--- config.mk ---
export PLATFORM = sky130hd
export DESIGN_NAME = router_xy_route_compute
export DESIGN_NICKNAME = d
export VERILOG_FILES = /design/src/rtl/router_xy_route_compute.sv
export SDC_FILE = /design/constraint.sdc
export NUM_CORES = 1
export LEC_CHECK = 0
export CAP_MARGIN = 25
export CORE_MARGIN = 10
export CORE_UTILIZATION = 48
export DETAILED_ROUTE_END_ITERATION = 10
export PLACE_DENSITY = 0.86
export SLEW_MARGIN = 15
export SYNTH_ARGS = -nofsm -noshare
export SYNTH_HDL_FRONTEND = slang
export SYNTH_SLANG_ARGS = --single-unit
--- constraint.sdc ---
create_clock -name clk -period 3.9 [get_ports clk]
set_clock_uncertainty 0.05 [all_clocks]
set_input_delay 0.78 -clock clk [delete_from_list [all_inputs] [get_ports clk]]
set_output_delay 0.78 -clock clk [all_outputs]
set_load 0.02 [all_outputs]
--- src/rtl/router_xy_route_compute.sv ---
// XY route-computation stage: routes each head flit by dimension order, locks the
// port for the rest of the packet, and forwards flits through one registered stage.
module router_xy_route_compute #(
   parameter int unsigned COORD_W = 4,
   parameter int unsigned DATA_W  = 32,
   parameter int unsigned CNT_W   = 16
) (
   input  logic               clk,
   input  logic               reset,
   input  logic [COORD_W-1:0] my_xpos,
   input  logic [COORD_W-1:0] my_ypos,
   input  logic               in_valid,
   output logic               in_ready,
   input  logic [DATA_W-1:0]  in_flit,
   input  logic               in_head,
   input  logic               in_tail,
   output logic               out_valid,
   input  logic               out_ready,
   output logic [DATA_W-1:0]  out_flit,
   output logic               out_head,
   output logic               out_tail,
   output logic [4:0]         out_port,
   output logic               err_pulse,
   output logic [CNT_W-1:0]   pkt_count
);

   localparam int unsigned PORT_W = 5;
   localparam logic [PORT_W-1:0] PORT_E     = PORT_W'(5'b00001);
   localparam logic [PORT_W-1:0] PORT_W_DIR = PORT_W'(5'b00010);
   localparam logic [PORT_W-1:0] PORT_N     = PORT_W'(5'b00100);
   localparam logic [PORT_W-1:0] PORT_S     = PORT_W'(5'b01000);
   localparam logic [PORT_W-1:0] PORT_L     = PORT_W'(5'b10000);
   localparam logic [CNT_W-1:0]  CNT_MAX    = {CNT_W{1'b1}};

   typedef enum logic {
      IDLE   = 1'b0,
      PACKET = 1'b1
   } state_t;

   state_t              state_q, state_d;
   logic [PORT_W-1:0]   route_q, route_d;
   logic                out_valid_q, out_valid_d;
   logic [DATA_W-1:0]   out_flit_q, out_flit_d;
   logic                out_head_q, out_head_d;
   logic                out_tail_q, out_tail_d;
   logic [PORT_W-1:0]   out_port_q, out_port_d;
   logic                err_q, err_d;
   logic [CNT_W-1:0]    cnt_q, cnt_d;

   logic                xfer;
   logic [COORD_W-1:0]  dest_x;
   logic [COORD_W-1:0]  dest_y;
   logic [PORT_W-1:0]   head_route;

   // X is resolved fully before Y, which keeps the mesh deadlock-free.
   function automatic logic [PORT_W-1:0] xy_route(
      input logic [COORD_W-1:0] dx,
      input logic [COORD_W-1:0] dy,
      input logic [COORD_W-1:0] mx,
      input logic [COORD_W-1:0] my
   );
      if (dx > mx)      return PORT_E;
      else if (dx < mx) return PORT_W_DIR;
      else if (dy > my) return PORT_N;
      else if (dy < my) return PORT_S;
      else              return PORT_L;
   endfunction

   assign in_ready   = !out_valid_q || out_ready;
   assign xfer       = in_valid && in_ready;
   assign dest_x     = in_flit[COORD_W-1:0];
   assign dest_y     = in_flit[2*COORD_W-1:COORD_W];
   assign head_route = xy_route(dest_x, dest_y, my_xpos, my_ypos);

   // Next-state and output-register logic.
   always_comb begin
      state_d     = state_q;
      route_d     = route_q;
      out_valid_d = out_valid_q;
      out_flit_d  = out_flit_q;
      out_head_d  = out_head_q;
      out_tail_d  = out_tail_q;
      out_port_d  = out_port_q;
      err_d       = 1'b0;
      cnt_d       = cnt_q;

      if (out_valid_q && out_ready) begin
         out_valid_d = 1'b0;
      end

      if (xfer) begin
         if (in_head) begin
            err_d       = (state_q == PACKET);
            route_d     = head_route;
            out_valid_d = 1'b1;
            out_flit_d  = in_flit;
            out_head_d  = 1'b1;
            out_tail_d  = in_tail;
            out_port_d  = head_route;
            cnt_d       = (cnt_q == CNT_MAX) ? cnt_q : cnt_q + CNT_W'(1);
            state_d     = in_tail ? IDLE : PACKET;
         end else if (state_q == PACKET) begin
            out_valid_d = 1'b1;
            out_flit_d  = in_flit;
            out_head_d  = 1'b0;
            out_tail_d  = in_tail;
            out_port_d  = route_q;
            if (in_tail) begin
               state_d = IDLE;
            end
         end else begin
            // Orphan body/tail flit: swallow it and flag the protocol error.
            err_d = 1'b1;
         end
      end
   end

   always_ff @(posedge clk or negedge reset) begin
      if (!reset) begin
         state_q     <= IDLE;
         route_q     <= '0;
         out_valid_q <= 1'b0;
         out_flit_q  <= '0;
         out_head_q  <= 1'b0;
         out_tail_q  <= 1'b0;
         out_port_q  <= '0;
         err_q       <= 1'b0;
         cnt_q       <= '0;
      end else begin
         state_q     <= state_d;
         route_q     <= route_d;
         out_valid_q <= out_valid_d;
         out_flit_q  <= out_flit_d;
         out_head_q  <= out_head_d;
         out_tail_q  <= out_tail_d;
         out_port_q  <= out_port_d;
         err_q       <= err_d;
         cnt_q       <= cnt_d;
      end
   end

   assign out_valid = out_valid_q;
   assign out_flit  = out_flit_q;
   assign out_head  = out_head_q;
   assign out_tail  = out_tail_q;
   assign out_port  = out_port_q;
   assign err_pulse = err_q;
   assign pkt_count = cnt_q;

endmodule

==> impl_metrics.json, run 1 <==
{
  "drt_first_iter_violations": 69,
  "dieArea_mm2": 0.00929,
  "grt_pass1_wl_um": 10700,
  "die_w_um": 96.4,
  "powerDensity_mw_per_mm2": 522,
  "synth_flop_cell": "dfrtp_1",
  "crit_path_end_kind": "output port",
  "cp_common_cell": "clkdlybuf4s50_1",
  "tritoncts": "yes",
  "routed_via_density": 5.11,
  "fin_nets": 396,
  "synthArstFlopShare": 1.00,
  "ys_ff_latch": 63,
  "synthAdderAreaFrac": 0.0447,
  "portBuffers": 103,
  "antenna_found_initial": 0,
  "synthesis.area_mm2": 0.00280,
  "post_cts_buffers": 0,
  "yosysSeqAreaShare": 0.563,
  "final.period_utilization": 0.764,
  "synth_warnings": 0,
  "chipHeight_um": 96.4,
  "cts_max_level": 3,
  "clk_pin_slew_ps": 70,
  "clock_path_buffers": 2,
  "peakVddDrop_v": 0.000424,
  "hold_viol_final": 0,
  "io_pins": 104,
  "drive_gt1_frac": 0.174,
  "coreArea_mm2": 0.00557,
  "avgSynthCellArea_um2": 12.2,
  "cpPeakStageDelay_ps": 660,
  "fmax_ghz": 0.336,
  "clk_latency_ps": 330,
  "drc": 0,
  "maxCapViolations": 0,
  "worstMarginPinSlew_ps": 577,
  "grt_pass1_vias": 2154,
  "crit_type": "in -> out",
  "r2r_slack_ps": 1770,
  "synthesis.nets": 286,
  "cp.required_ps": 3070,
  "synthDistinctLibCells": 34,
  "cp.arrival_ps": 2150,
  "maxSlewViolCount": 0,
  "synth_edf_count": 0,
  "start_util": 0.503,
  "cts_buffers": 9,
  "reg2regPathDepth": 4,
  "period_needed_ps": 2980,
  "ant_nets": 0,
  "netlist_instances": 230,
  "wl_per_cell_um": 16.2,
  "power_leakage_nw": 1.79,
  "muxShareOfSynthArea": 0.140,
  "postLayoutCoreUtil": 0.744,
  "routabilityCongestion": 0.798,
  "cp_slowest_cell": "clkdlybuf4s50_1",
  "synth_compound_area_frac": 0.0657,
  "area_growth_pct": 48.0,
  "grt-ovfl-total": 0,
  "setup-violations-final": 0,
  "cts.sinks": 63,
  "n_antenna_cell": 0,
  "slew_headroom": 0.616,
  "hold_class": "in -> async",
  "synth-simple-area-share": 0.117,
  "grt_usage": 0.147,
  "cts_resized": 0,
  "cp-start-kind": "primary input",
  "wl_um": 6750,
  "rsz0062_at_grt": "false",
  "core.rowCount": 27,
  "cts_root_buffer": "clkbuf_8",
  "crit_fanout": 6,
  "firstDrtPassIters": 4,
  "crit_chain": "clkdlybuf4s50_1 > nand2b_1 > clkdlybuf4s50_1",
  "vias": 2132,
  "tns_ps": 0,
  "synth_top_family_by_area": "multiplexers",
  "dp_hpwl_um": 5220,
  "hold_buffers": 0,
  "grt_max_degree": 46,
  "status": "completed",
  "synthXorXnorAreaFrac": 0.0375
}
==> routing by layer <==
metal | vias up | part of all wire | global-route usage
met1 | 1023 | 0.43 | 0.173
met5 | - | 0 | 0
met3 | 2 | 0.094 | 0.0493
met2 | 77 | 0.48 | 0.242
li1 | 1030 | - | -
met4 | 0 | 0.0039 | 0.0617
==> power by group <==
part	leakage [nW]	switching (mW)	total [mW]	internal, mW
sequential	0.774	0.0810	0.860	0.779
combinational	0.911	0.323	0.685	0.362
clock	0.102	0.260	0.621	0.360
==> worst max-delay path: cells and delay by family <==
kind                   cells  cell delay, ps
AND/OR/NAND/NOR            1             250
buffers and inverters      2            1120
==> stage by stage <==
step           hold WS [ps]  total power [mW]  std cells  setup WS (ps)  area [um^2]
2_1_floorplan           396              1.20        230           1750         2800
3_3_place_gp            421              1.55        400            910         3910
3_5_place_dp            415              1.57        400            817         3910
4_1_cts                 432              2.19        416            905         4130
5_1_grt                 365              2.28        417            864         4150
6_report                353              2.17        417            922         4150
==> sequential cells by signal, summed over array words and instances (netlist names) <==
name,flops
route_q,5
err_pulse,1
pkt_count,16
out_flit,32
out_head,1
state_q,1
out_tail,1
out_valid,1
out_port,5
==> path summary, 6_finish.rpt <==
path	to	from
max	in_ready	out_ready
max in group asynchronous	err_pulse	reset
min reg2reg	route_q[3]	route_q[3]
min in group clk	route_q[3]	route_q[3]
min	out_flit[9]	reset
max reg2reg	pkt_count[1]	out_valid
==> Yosys cell counts, drive strengths merged, types with 3 or more instances <==
cell type  count  area (um^2)
dfrtp         63         1580
a21oi          3         15.0
nand3          8         40.0
inv           13         48.8
nor2b          7         43.8
mux2          34          383
nand4         10         68.8
o21ai         12         60.1
ha            10          125
a31oi          6         37.5
xnor2         11         96.3
nor2          10         37.5
and3           3         20.0
nand2         15         56.3
buf            6         36.3
nand2b         4         25.0
==> cells by family (layout without fill, tap and decap cells) <==
| group | Yosys count | count (layout) |
|---|---|---|
| compound gates | 29 | 29 |
| simple gates | 61 | 61 |
| flops | 63 | 63 |
| buf+inv | 20 | 135 |
| mux | 35 | 35 |
| fa+ha+maj | 10 | 10 |
| xor+xnor | 12 | 12 |
==> placed cells by master (no fill, tap or decap), drive strengths merged, types with 2 or more instances in the layout <==
cell	instances
nand4	10
ha	10
o21ai	12
xnor2	11
clkbuf	9
inv	14
a31oi	6
a21oi	3
dfrtp	63
nor2	10
nand2	15
clkinvlp	3
nor2b	7
clkdlybuf4s50	102
nand3	8
nand2b	4
mux2	34
and3	3
bufinv	2
buf	4
==> final cells by class <==
type                            instances  area [um^2]
Sequential cell                        63         1580
Fill cell                             398         1430
Multi-Input combinational cell        147         1140
Timing Repair Buffer                  106         1070
Clock buffer                            9          124
Clock inverter                          7         96.3
Tap cell                               72         90.1
Inverter                               13         48.8
Note: power is estimated with default switching activity, not from simulation.
==> run 2: changes to the inputs <==
- CORE_UTILIZATION: 48 -> 40
- PLACE_DENSITY: 0.86 -> 0.76
- clock period: 3.9 -> 2.4 ns (I/O delays scaled with it)
==> run 2 against run 1 <==
Against the previous run: global-route usage decreased by 1.9 points; worst setup slack got worse by 720 ps; first-iteration DRC count down 52%; core utilization fell by 13 points; clock power increased by 48%; count of clock-buffer cells in the layout grew 1; flip-flop and latch count is the same; power is 59% higher; critical path type unchanged.
==> impl_metrics.json, run 2 (synthesis gave the netlist of run 1 again) <==
{
  "dp_hpwl_um": 5120,
  "grt.met2_usage": 0.187,
  "powerDensity_mw_per_mm2": 819,
  "die_w_um": 104,
  "start_util": 0.412,
  "grt_util_met3": 0.0626,
  "cts_max_level": 3,
  "maxCapViolations": 0,
  "clock_path_buffers": 2,
  "final.period_utilization": 0.915,
  "clk_pin_slew_ps": 60,
  "chipHeight_um": 104,
  "drt_first_iter_violations": 33,
  "grt-ovfl-total": 0,
  "cp_common_cell": "clkdlybuf4s50_1",
  "dpl.cell_count": 430,
  "area_growth_pct": 49.6,
  "crit_fanout": 2,
  "crit_chain": "clkdlybuf4s50_1 > nand2b_1 > clkdlybuf4s50_1",
  "routed_via_density": 4.78,
  "final_cell_mix": "clkdlybuf4s50_1, dfrtp_1, mux2_2, nand2_1, inv_1",
  "power_leakage_nw": 1.81,
  "critical-path-top-delay-family": "buffers and inverters",
  "setup-violations-final": 0,
  "power_mw": 3.43,
  "dieArea_mm2": 0.0108,
  "cp.arrival_ps": 1670,
  "multi_input_area_mm2": 0.00114,
  "grt_max_degree": 64,
  "cp_slowest_cell": "clkdlybuf4s50_1",
  "fillers": 560,
  "drc": 0,
  "maxSlewViolCount": 0,
  "fin_nets": 401,
  "regArea_mm2": 0.00158,
  "drive_gt1_frac": 0.186,
  "fmax_ghz": 0.455,
  "mostFrequentLayoutCell": "clkdlybuf4s50_1",
  "grt_pass1_wl_um": 11400,
  "worstMarginPinSlew_ps": 358,
  "tritoncts": "yes",
  "cts_resized": 0,
  "cp-start-kind": "primary input",
  "firstDrtPassIters": 4,
  "vias": 2133,
  "core.rowCount": 30,
  "dpl_cell_area_mm2": 0.00399,
  "cts_buffers": 9,
  "routabilityCongestion": 0.765,
  "period_needed_ps": 2200,
  "status": "completed",
  "peakVddDrop_v": 0.000541,
  "cp.required_ps": 1870,
  "clk_latency_ps": 340,
  "ant_nets": 0,
  "hold_class": "in -> async",
  "gr-max-usage-layer": "met2",
  "hold_buffers": 0,
  "stdcell_count": 446,
  "fin_area_mm2": 0.00419,
  "tns_ps": 0,
  "portBuffers": 103,
  "crit_type": "in -> out",
  "cpPeakStageDelay_ps": 620,
  "slew_headroom": 0.761,
  "io_pins": 104,
  "n_antenna_cell": 0,
  "wl_per_cell_um": 15.3,
  "cts.sinks": 63,
  "grt_pass1_vias": 2299,
  "crit_path_end_kind": "output port",
  "grt_use_met1": 0.161,
  "wl_um": 6820,
  "coreArea_mm2": 0.00679,
  "hold_viol_final": 0,
  "grt_usage": 0.128,
  "antenna_found_initial": 0,
  "cts_root_buffer": "clkbuf_8",
  "rsz0062_at_grt": "false",
  "post_cts_buffers": 0,
  "largest_reg_flops": 32,
  "path_buf_inv": 2
}
-- run 2: changes by cell type in the layout (fill, tap and decap cells not counted), sizes merged --
cell,before,now
bufinv,2,1
clkbuf,9,10
clkinv,1,3
inv,14,13
clkinvlp,3,2
buf,4,9
-- run 2: final cells by class --
class | instances | share of cell area
clock buffer | 10 | 0.0328
inverter | 13 | 0.0116
sequential | 63 | 0.376
multi-input combinational | 147 | 0.271
timing repair buffer | 111 | 0.265
clock inverter | 6 | 0.0143
tap | 96 | 0.0287
-- run 2: metal layers --
| layer | part of all wire | up-vias |
|---|---|---|
| li1 | - | 1041 |
| met5 | 0 | - |
| met1 | 0.46 | 1014 |
| met3 | 0.090 | 5 |
| met2 | 0.44 | 73 |
| met4 | 0.0098 | 0 |
-- run 2: path summary, 6_finish.rpt --
| kind | start | to | slack, ps | cells past startpoint |
|---|---|---|---|---|
| setup / recovery | out_ready | in_ready | 200 | 3 |
| hold / removal | reset | out_flit[25] | 80 | 2 |
| setup reg to reg | pkt_count[0] | pkt_count[1] | 590 | 6 |
| hold reg to reg | route_q[1] | route_q[1] | 440 | 2 |
| max in group asynchronous | reset | pkt_count[12] | 1930 | 2 |
| min in group clk | route_q[1] | route_q[1] | 440 | 2 |
-- run 2: power breakdown --
part / internal [mW] / total, mW / switching, mW
clock: 0.502 / 0.917 / 0.415
sequential: 1.27 / 1.40 / 0.133
combinational: 0.595 / 1.12 / 0.524
-- run 2: through the flow --
stage,hold slack [ps],worst slack [ps],util
6_report,84.2,204,0.617
3_3_place_gp,413,107,0.588
5_1_grt,107,158,0.617
4_1_cts,104,201,0.617
2_1_floorplan,134,551,-
3_5_place_dp,421,36.8,0.588
==> run 3: changes to the inputs <==
- CORE_MARGIN: 10 -> default
==> run 3 against run 2 <==
Against the previous run: sequential share of layout area about the same; global-route usage up 4.5 points; via count grew 1.5%; worst setup slack got worse by 120 ps; critical path depth unchanged; flip-flop and latch count did not move; first-iteration DRC count rose by 61%; critical path type unchanged.
==> impl_metrics.json, run 3 (synthesis gave the netlist of run 1 again) <==
{
  "cp.required_ps": 1870,
  "routed_via_density": 4.84,
  "tns_ps": 0,
  "peakVddDrop_v": 0.000443,
  "grt-ovfl-total": 0,
  "dp_hpwl_um": 4450,
  "final_cell_mix": "clkdlybuf4s50_1, dfrtp_1, mux2_2, nand2_1, inv_1",
  "path_buf_inv": 2,
  "n_antenna_cell": 0,
  "grt_max_degree": 35,
  "cp_common_cell": "clkdlybuf4s50_1",
  "die_w_um": 85.7,
  "maxCapViolations": 0,
  "period_needed_ps": 2310,
  "wl_um": 5940,
  "power_leakage_nw": 1.81,
  "area_growth_pct": 49.7,
  "crit_chain": "clkdlybuf4s50_1 > nand2b_1 > clkdlybuf4s50_1",
  "reg2regPathDepth": 6,
  "critical-path-top-delay-family": "buffers and inverters",
  "cts_resized": 0,
  "post_cts_buffers": 0,
  "final.period_utilization": 0.965,
  "mostFrequentLayoutCell": "clkdlybuf4s50_1",
  "cp.depth": 3,
  "drc": 0,
  "maxSlewViolCount": 0,
  "drive_gt1_frac": 0.185,
  "grt_pass1_vias": 2073,
  "coreArea_mm2": 0.00679,
  "dieArea_mm2": 0.00734,
  "hold_class": "in -> async",
  "wl_per_cell_um": 13.3,
  "grt_usage": 0.173,
  "core.rowCount": 30,
  "ant_nets": 0,
  "post-place-ws_ps": 51.8,
  "worstMarginPinSlew_ps": 536,
  "slew_headroom": 0.643,
  "chipHeight_um": 85.7,
  "r2r_slack_ps": 610,
  "hold_viol_final": 0,
  "vias": 2164,
  "fin_nets": 403,
  "crit_type": "in -> out",
  "crit_fanout": 6,
  "start_util": 0.412,
  "cp.arrival_ps": 1780,
  "tritoncts": "yes",
  "status": "completed",
  "largest_reg_flops": 32,
  "hold_buffers": 0,
  "cts.sinks": 63,
  "routabilityCongestion": 0.784,
  "drt_first_iter_violations": 53,
  "powerDensity_mw_per_mm2": 818,
  "cpPeakStageDelay_ps": 650,
  "cp-startpoint": "out_ready",
  "rsz0062_at_grt": "false",
  "portBuffers": 103,
  "cts_max_level": 3,
  "cts_root_buffer": "clkbuf_8",
  "fillers": 559,
  "cp_slowest_cell": "clkdlybuf4s50_1",
  "fin_ws_ps": 85.1,
  "clock_path_buffers": 2,
  "cts_buffers": 9,
  "setup-violations-final": 0,
  "clk_pin_slew_ps": 70,
  "firstDrtPassIters": 4,
  "antenna_found_initial": 0,
  "clk_latency_ps": 330,
  "grt_pass1_wl_um": 9730,
  "io_pins": 104,
  "r2r-start": "pkt_count[0]",
  "fmax_ghz": 0.432,
  "cp-start-kind": "primary input",
  "crit_path_end_kind": "output port"
}
## run 3: cell count changes in the layout (fill, tap and decap cells not counted), sizes merged
| cell | change |
|---|---|
| buf | +2 |
| clkbuf | +2 |
| clkinv | -2 |
| clkinvlp | -1 |
## run 3: area by class of cell
class	count	area, um^2	area share
repair buffers	113	1110	0.266
clock inverters	3	42.5	0.0101
clock buffers	12	155	0.0370
well taps	96	120	0.0286
multi-input cells	147	1140	0.271
flip-flops and latches	63	1580	0.376
inverters	13	48.8	0.0116
## run 3: report_power, final
part | internal [mW] | leakage [nW] | switching, mW
clock | 0.529 | 0.0985 | 0.390
combinational | 0.595 | 0.941 | 0.512
sequential | 1.27 | 0.774 | 0.136
total | 2.39 | 1.81 | 1.04
## run 3: stage by stage
| stage | hold WS, ps | util | cell area [um^2] | instances | total power, mW |
|---|---|---|---|---|---|
| detailed placement | 418 | 0.588 | 4000 | 432 | 2.54 |
| CTS | 83.3 | 0.617 | 4190 | 447 | 3.48 |
| finish | 75.4 | 0.617 | 4190 | 447 | 3.43 |
| floorplan | 134 | - | 2800 | 230 | 1.96 |
| global placement | 413 | 0.588 | 4000 | 432 | 2.52 |
| global route | 91.7 | 0.617 | 4190 | 447 | 3.62 |
## run 3: final timing paths
check	to
min reg2reg	route_q[4]
min	out_flit[29]
max reg2reg	pkt_count[1]
max in group asynchronous	state_q
min in group clk	route_q[4]
max	in_ready
## run 3: per-layer routing
| layer | share of wire | wire length [um] | GRT usage | vias up |
|---|---|---|---|---|
| li1 | - | - | - | 1044 |
| met1 | 0.46 | 2720 | 0.222 | 1025 |
| met2 | 0.46 | 2720 | 0.271 | 90 |
| met3 | 0.072 | 430 | 0.0664 | 5 |
| met4 | 0.011 | 65 | 0.0561 | 0 |
| met5 | 0 | 0 | 0 | - |
